===== src/rtl/pipe_hazard_ctrl.sv =====
// Hazard/sequencing control for the 5-stage pipeline: stalls, flushes, EX forwarding,
// mult/div freeze sequencing and a saturating stall-cycle counter.
module pipe_hazard_ctrl #(
  parameter int unsigned MD_LATENCY  = 32,
  parameter int unsigned CNT_W       = 6,
  parameter int unsigned STALL_CNT_W = 32
) (
  input  logic                   clk,
  input  logic                   rst_n,
  input  logic [4:0]             id_rs,
  input  logic [4:0]             id_rt,
  input  logic                   id_use_rs,
  input  logic                   id_use_rt,
  input  logic [4:0]             ex_rs,
  input  logic [4:0]             ex_rt,
  input  logic [4:0]             ex_rd,
  input  logic                   ex_regwrite,
  input  logic                   ex_memread,
  input  logic                   ex_branch_taken,
  input  logic                   ex_md_start,
  input  logic [4:0]             mem_rd,
  input  logic [4:0]             wb_rd,
  input  logic                   mem_regwrite,
  input  logic                   wb_regwrite,
  output logic                   pc_en,
  output logic                   ifid_en,
  output logic                   idex_en,
  output logic                   ifid_flush,
  output logic                   idex_flush,
  output logic                   exmem_flush,
  output logic [1:0]             fwd_a,
  output logic [1:0]             fwd_b,
  output logic                   md_busy,
  output logic                   md_done,
  output logic [STALL_CNT_W-1:0] stall_cnt
);

  typedef enum logic {StRun, StMdWait} state_e;

  state_e                 state_q, state_d;
  logic [CNT_W-1:0]       cnt_q, cnt_d;
  logic [STALL_CNT_W-1:0] stall_cnt_q;
  logic                   load_use;

  // EX/MEM wins over MEM/WB; $0 is never forwarded.
  function automatic logic [1:0] fwd_sel(input logic [4:0] src, input logic [4:0] m_rd,
                                         input logic m_we, input logic [4:0] w_rd,
                                         input logic w_we);
    if (m_we && m_rd != 5'd0 && m_rd == src)      return 2'b01;
    else if (w_we && w_rd != 5'd0 && w_rd == src) return 2'b10;
    else                                          return 2'b00;
  endfunction

  assign load_use = ex_memread && (ex_rd != 5'd0) &&
                    ((id_use_rs && id_rs == ex_rd) || (id_use_rt && id_rt == ex_rd));

  always_comb begin
    state_d     = state_q;
    cnt_d       = cnt_q;
    pc_en       = 1'b1;
    ifid_en     = 1'b1;
    idex_en     = 1'b1;
    ifid_flush  = 1'b0;
    idex_flush  = 1'b0;
    exmem_flush = 1'b0;
    md_busy     = 1'b0;
    md_done     = 1'b0;
    fwd_a       = fwd_sel(ex_rs, mem_rd, mem_regwrite, wb_rd, wb_regwrite);
    fwd_b       = fwd_sel(ex_rt, mem_rd, mem_regwrite, wb_rd, wb_regwrite);

    unique case (state_q)
      StRun: begin
        if (ex_md_start) begin
          pc_en       = 1'b0;
          ifid_en     = 1'b0;
          idex_en     = 1'b0;
          exmem_flush = 1'b1;
          md_busy     = 1'b1;
          state_d     = StMdWait;
          cnt_d       = CNT_W'(MD_LATENCY - 1);
        end else if (ex_branch_taken) begin
          ifid_flush = 1'b1;
          idex_flush = 1'b1;
        end else if (load_use) begin
          pc_en      = 1'b0;
          ifid_en    = 1'b0;
          idex_flush = 1'b1;
        end
      end
      StMdWait: begin
        if (cnt_q != '0) begin
          pc_en       = 1'b0;
          ifid_en     = 1'b0;
          idex_en     = 1'b0;
          exmem_flush = 1'b1;
          md_busy     = 1'b1;
          cnt_d       = cnt_q - CNT_W'(1);
        end else begin
          md_done = 1'b1;
          state_d = StRun;
        end
      end
      default: state_d = StRun;
    endcase

    // Reset forces a quiescent, fully flushed pipeline without waiting for a clock.
    if (!rst_n) begin
      pc_en       = 1'b0;
      ifid_en     = 1'b0;
      idex_en     = 1'b0;
      ifid_flush  = 1'b1;
      idex_flush  = 1'b1;
      exmem_flush = 1'b1;
      md_busy     = 1'b0;
      md_done     = 1'b0;
      fwd_a       = 2'b00;
      fwd_b       = 2'b00;
    end
  end

  always_ff @(posedge clk or negedge rst_n) begin
    if (!rst_n) begin
      state_q     <= StRun;
      cnt_q       <= '0;
      stall_cnt_q <= '0;
    end else begin
      state_q <= state_d;
      cnt_q   <= cnt_d;
      if (!pc_en && stall_cnt_q != '1) stall_cnt_q <= stall_cnt_q + STALL_CNT_W'(1);
    end
  end

  assign stall_cnt = stall_cnt_q;

  // ex_regwrite is part of the EX interface but not needed for these decisions.
  logic unused_ex_regwrite;
  assign unused_ex_regwrite = ex_regwrite;

endmodule


===== config.mk =====
export PLATFORM = sky130hd
export DESIGN_NAME = pipe_hazard_ctrl
export DESIGN_NICKNAME = d
export VERILOG_FILES = /design/src/rtl/pipe_hazard_ctrl.sv
export SDC_FILE = /design/constraint.sdc
export NUM_CORES = 1
export LEC_CHECK = 0
export CAP_MARGIN = 20
export CORE_MARGIN = 2
export CORE_UTILIZATION = 44
export DETAILED_ROUTE_END_ITERATION = 8
export GPL_TIMING_DRIVEN = 0
export PLACE_DENSITY = 0.84
export SYNTH_ARGS = -nofsm -noshare
export SYNTH_HDL_FRONTEND = slang
export SYNTH_SLANG_ARGS = --single-unit

===== constraint.sdc =====
create_clock -name clk -period 2.9 [get_ports clk]
set_input_delay 0.435 -clock clk [delete_from_list [all_inputs] [get_ports clk]]
set_output_delay 0.435 -clock clk [all_outputs]
set_load 0.02 [all_outputs]

* Yosys cells after proc, flatten, opt, wreduce, memory -nomap -nowiden
Cells that the tools add are included.
** Word-level totals
- Bits in registers :: 39
- Bits of input ports :: 45
- Output and inout bits :: 44
** Operators by class
- Add/sub/neg operators :: 2
- Equality and inequality tests :: 9
- Muxes and demuxes :: 34
- Bitwise gates (word level) :: 1
- Reduce and logical (&&, ||, !) cells :: 18
** Operator list (number)
- $add A32 B1 Y32 const B :: 1
- $ne A32 B32 Y1 const B :: 1
- $eq A5 B5 Y1 :: 6
- $mux W1 :: 22
- $reduce_bool A5 Y1 :: 3
- $mux W2 :: 6
- $mux W6 :: 2
- $pmux W6 S2 :: 1
- $logic_and A1 B1 Y1 :: 11
- $pmux W1 S2 :: 3
- $reduce_bool A6 Y1 :: 1
- $sub A6 B1 Y6 const B :: 1
- $ne A2 B1 Y1 const B :: 1
- $ne A2 B2 Y1 const B :: 1
- $reduce_and A2 Y1 :: 1
- $logic_not A1 Y1 :: 1
- $logic_or A1 B1 Y1 :: 1
- $not A1 Y1 :: 1

* Depth between registers and ports, before layout
- Depth after elaboration :: 11
- Gate-level depth with buffers :: 11

* Least setup slack after synthesis
Ideal clock, no wire load.
- Kind :: flip-flop to output port
- Start :: register cnt_q[0]
- End :: output port pc_en
- Arrival :: 2060 ps
- Required time :: 2465 ps
- Setup slack :: 405 ps
- Stages on the path, launching flop included :: 9
- Buffers on the path :: 1
- Cell sequence :: dfrtp_1 > inv_1 > ha_1 > or3b_4 > o32ai_4 > and2_4 > inv_2 > a21oi_4 > buf_4
** On the way
- Longest elaborated chain between the ends :: 4
** Ends and longest elaborated chain
- from (decl) :: line 41 : logic [CNT_W-1:0] cnt_q, cnt_d;
- from (signal assigned) :: line 128 : cnt_q <= cnt_d;
- $reduce_bool A6 Y1 :: line 91 : if (cnt_q != '0) begin
- $mux W1
- $pmux W1 S2
- $mux W1
- to (decl) :: line 25 : output logic pc_en,
No other way between the ends.

* Worst setup path after layout
- Start :: register cnt_q[0]
- End :: output port ifid_en
** On the way
- Longest elaborated chain between the ends :: 4
** Ends and longest elaborated chain
- $reduce_bool A6 Y1 :: line 91
- $mux W1 :: line 91
- $pmux W1 S2 :: line 71 : unique case (state_q)
- $mux W1 :: line 107 : if (!rst_n) begin
- to (decl) :: line 26 : output logic ifid_en,
No other way between the ends.

==> flow_metrics.py <==
metrics = {
    "sta": {
        "post-route-period-util_pct": 97.4,
        "setup_slack_ns": 0.0743,
        "worstMarginPinSlew_ns": 0.689,
        "setup_violations": 0,
        "min_period_ns": 2.83,
        "holdWs_ns": 0.119,
        "relSlewSlack_pct": 53.6,
        "drv_slew": 0,
        "max_freq_ghz": 0.354,
        "finalHoldViolations": 0,
        "finClkSkew_ns": 0.00702,
    },
    "route": {
        "routed_wl_um": 5810,
        "wl_met2_um": 2900,
        "ant_nets": 0,
        "firstDrtPassIters": 4,
        "detail_route.iter0.violations": 63,
        "via_per_inst": 5.21,
        "wl_met3_um": 379,
        "wire_per_inst_um": 14.8,
        "drc": 0,
        "highest_layer": "met4",
        "met1_length_um": 2450,
        "vias": 2048,
    },
    "cells_and_area": {
        "layoutNonFillerInstCount": 393,
        "layout_commonest_cell": "clkdlybuf4s50_1",
        "final_net_count": 369,
        "syn_to_final_growth_pct": 49.2,
        "final_cell_mix": "clkdlybuf4s50_1 (76), xnor2_1 (44), dfrtp_1 (39), xor2_1 (19), nand2_1 (17)",
        "drive_above_1_share_pct": 7.74,
        "design_area_um2": 3400,
        "diodes": 0,
    },
    "logic_synthesis": {
        "yosys-top-cells-area": "dfrtp_1 (43%), xnor2_1 (17%), xor2_1 (7.3%)",
        "netlist_area_um2": 2280,
        "ys.flop_type": "dfrtp_1",
        "yosys.area.top_type_share_pct": 42.8,
        "yosysSeqAreaShare_pct": 42.8,
        "yosysWarnings": 0,
        "synth_fp_nets": 271,
        "synth_cell_types": 38,
        "syn_inst": 224,
        "async_flop_share_pct": 100,
        "synth_edf_count": 0,
        "synth_area_per_cell_um2": 10.2,
        "ys_seq_elements": 39,
        "synth_top_area_cell": "dfrtp_1",
    },
    "pwr": {
        "p_per_area_nw_per_um2": 579,
        "p_int_uw": 1300,
        "swShare_pct": 34.0,
        "sequentialPowerShare_pct": 39.4,
        "power_frac_clock_pct": 23.5,
        "comb_power_share_pct": 37.1,
        "switchingPower_uw": 670,
        "leakage_uw": 0.00142,
        "ir_worst_vdd_v": 0.000802,
    },
    "placement": {
        "gp_congestion": 0.836,
        "post_dp_cell_area_um2": 3250,
        "dp.cells": 382,
        "dp_slack_ns": -0.284,
        "hpwlAfterDp_um": 4410,
        "port_buffers": 87,
    },
    "setup_path": {
        "critPathMaxStageDelay_ns": 0.42,
        "start_kind": "flop",
        "crit_fanout": 6,
        "cp_num_buf_inv": 3,
        "crit_slowest_cell": "or3b_4",
        "crit_chain": "inv_1, ha_1, or3b_4, o32ai_4, and2_4, inv_2, a21oi_4, clkdlybuf4s15_2",
        "required_ns": 2.47,
        "critPathArrivalTime_ns": 2.39,
        "path_class": "reg -> out",
        "endpoint_kind": "primary output",
        "critPathTopFamily": "simple AND/OR/NAND/NOR gates",
    },
    "clock_network": {
        "clkLatencyLatePin_ns": 0.28,
        "clock_sinks": 39,
        "cts_tree": "done",
        "clockBufferDepth": 2,
        "htreeDepth": 2,
        "cts_root_buffer": "clkbuf_8",
        "path_clk_slew_ns": 0.08,
        "cts_made_buffers": 5,
    },
    "die": {
        "die_x_um": 76,
        "core_area_um2": 5040,
        "start_util_pct": 45.2,
        "die_y_um": 76,
        "fp-row-count": 26,
        "num_io_pins": 89,
        "die-area_um2": 5780,
    },
    "hold_path": {
        "hold_path_class": "in -> async",
    },
    "global_routing": {
        "gr-total-overflow": 0,
        "track_usage_pct": 20.8,
        "grt_max_degree": 45,
        "grt_pass1_wl_um": 9870,
        "grt_pass1_vias": 2131,
        "antenna_found_initial": 0,
    },
    "run_status": {
        "status": "finished, final reports clean",
    },
    "run": {
        "cap_violations": 0,
    },
}
[worst paths after layout]
check                                     startpoint                        end  slack, ns  depth (start not counted)
min in group clk           stall_cnt[18]$_DFFE_PN0P_  stall_cnt[18]$_DFFE_PN0P_       0.49                          1
max                             cnt_q[0]$_DFFE_PN0P_                    ifid_en       0.07                          8
min                                            rst_n  stall_cnt[29]$_DFFE_PN0P_       0.12                          2
max in group asynchronous                      rst_n  stall_cnt[24]$_DFFE_PN0P_       2.23                          2
max reg2reg                 stall_cnt[0]$_DFFE_PN0P_  stall_cnt[27]$_DFFE_PN0P_       0.39                          9
min reg2reg                stall_cnt[18]$_DFFE_PN0P_  stall_cnt[18]$_DFFE_PN0P_       0.49                          1
[flip-flops by register name (all words and copies together), names as in the netlist]
signal     flops
cnt_q          6
state_q        1
stall_cnt     32
[cell type report]
type                       count  area [µm²]
buffer                         5        31.3
clock buffer                   6        82.6
clock inverter                 2        35.0
fill                         412        1640
inverter                       7        26.3
multi-input combinational    173        1250
sequential                    39         976
tap                           70        87.6
timing repair buffer          91         911
[synth_stat cells, drive strengths merged, types with 4 or more instances]
master	n
xnor2	44
dfrtp	39
xor2	19
nand2	17
nand4	16
nand3	13
and3	9
inv	7
and2	6
and4	6
nor4	6
nor2	5
or4	5
a21oi	4
nor3	4
o21ai	4
[layer usage]
metal  GRT usage, %  vias up
li1               -      996
met1           24.7      977
met2           35.3       67
met3           6.99        8
met4           7.45        0
met5              0        -
[through the flow]
step	setup TNS (ns)	util [%]	power [µW]
floorplan	0	-	1180
global placement	-33.54	64.2	1470
detailed placement	-1.08	64.5	1510
CTS	0	67.0	1980
global route	-0.0310	67.5	2090
finish	0	67.5	1970
[power groups by stage]
| stage | Combinational, µW | Clock, µW | Sequential [µW] |
|---|---|---|---|
| finish | 732 | 463 | 776 |
| global placement | 698 | 0 | 775 |
| CTS | 724 | 477 | 775 |
| detailed placement | 724 | 0 | 782 |
| global route | 796 | 500 | 793 |
| floorplan | 351 | 0 | 828 |
[cell families after synthesis]
| logic type | Yosys count | synth area share, % |
|---|---|---|
| AOI/OAI and AO/OA | 16 | 5.87 |
| xor gates and xnor gates | 63 | 24.2 |
| adders and majority gates | 2 | 1.10 |
| buffers and inverters | 12 | 2.52 |
| DFF | 39 | 42.8 |
| muxes | 1 | 0.494 |
| and+or+nand+nor | 91 | 23.0 |
[repair_timing]
item | CTS | global route
pin swaps | 0 | 2
hold buffers | 1 | 0
buffers inserted | 0 | 2
resized for setup | 11 | 6
hold endpoints to repair | 3 | 0
endpoints found under the setup margin | 8 | 7
(Power assumes the default switching activity.)
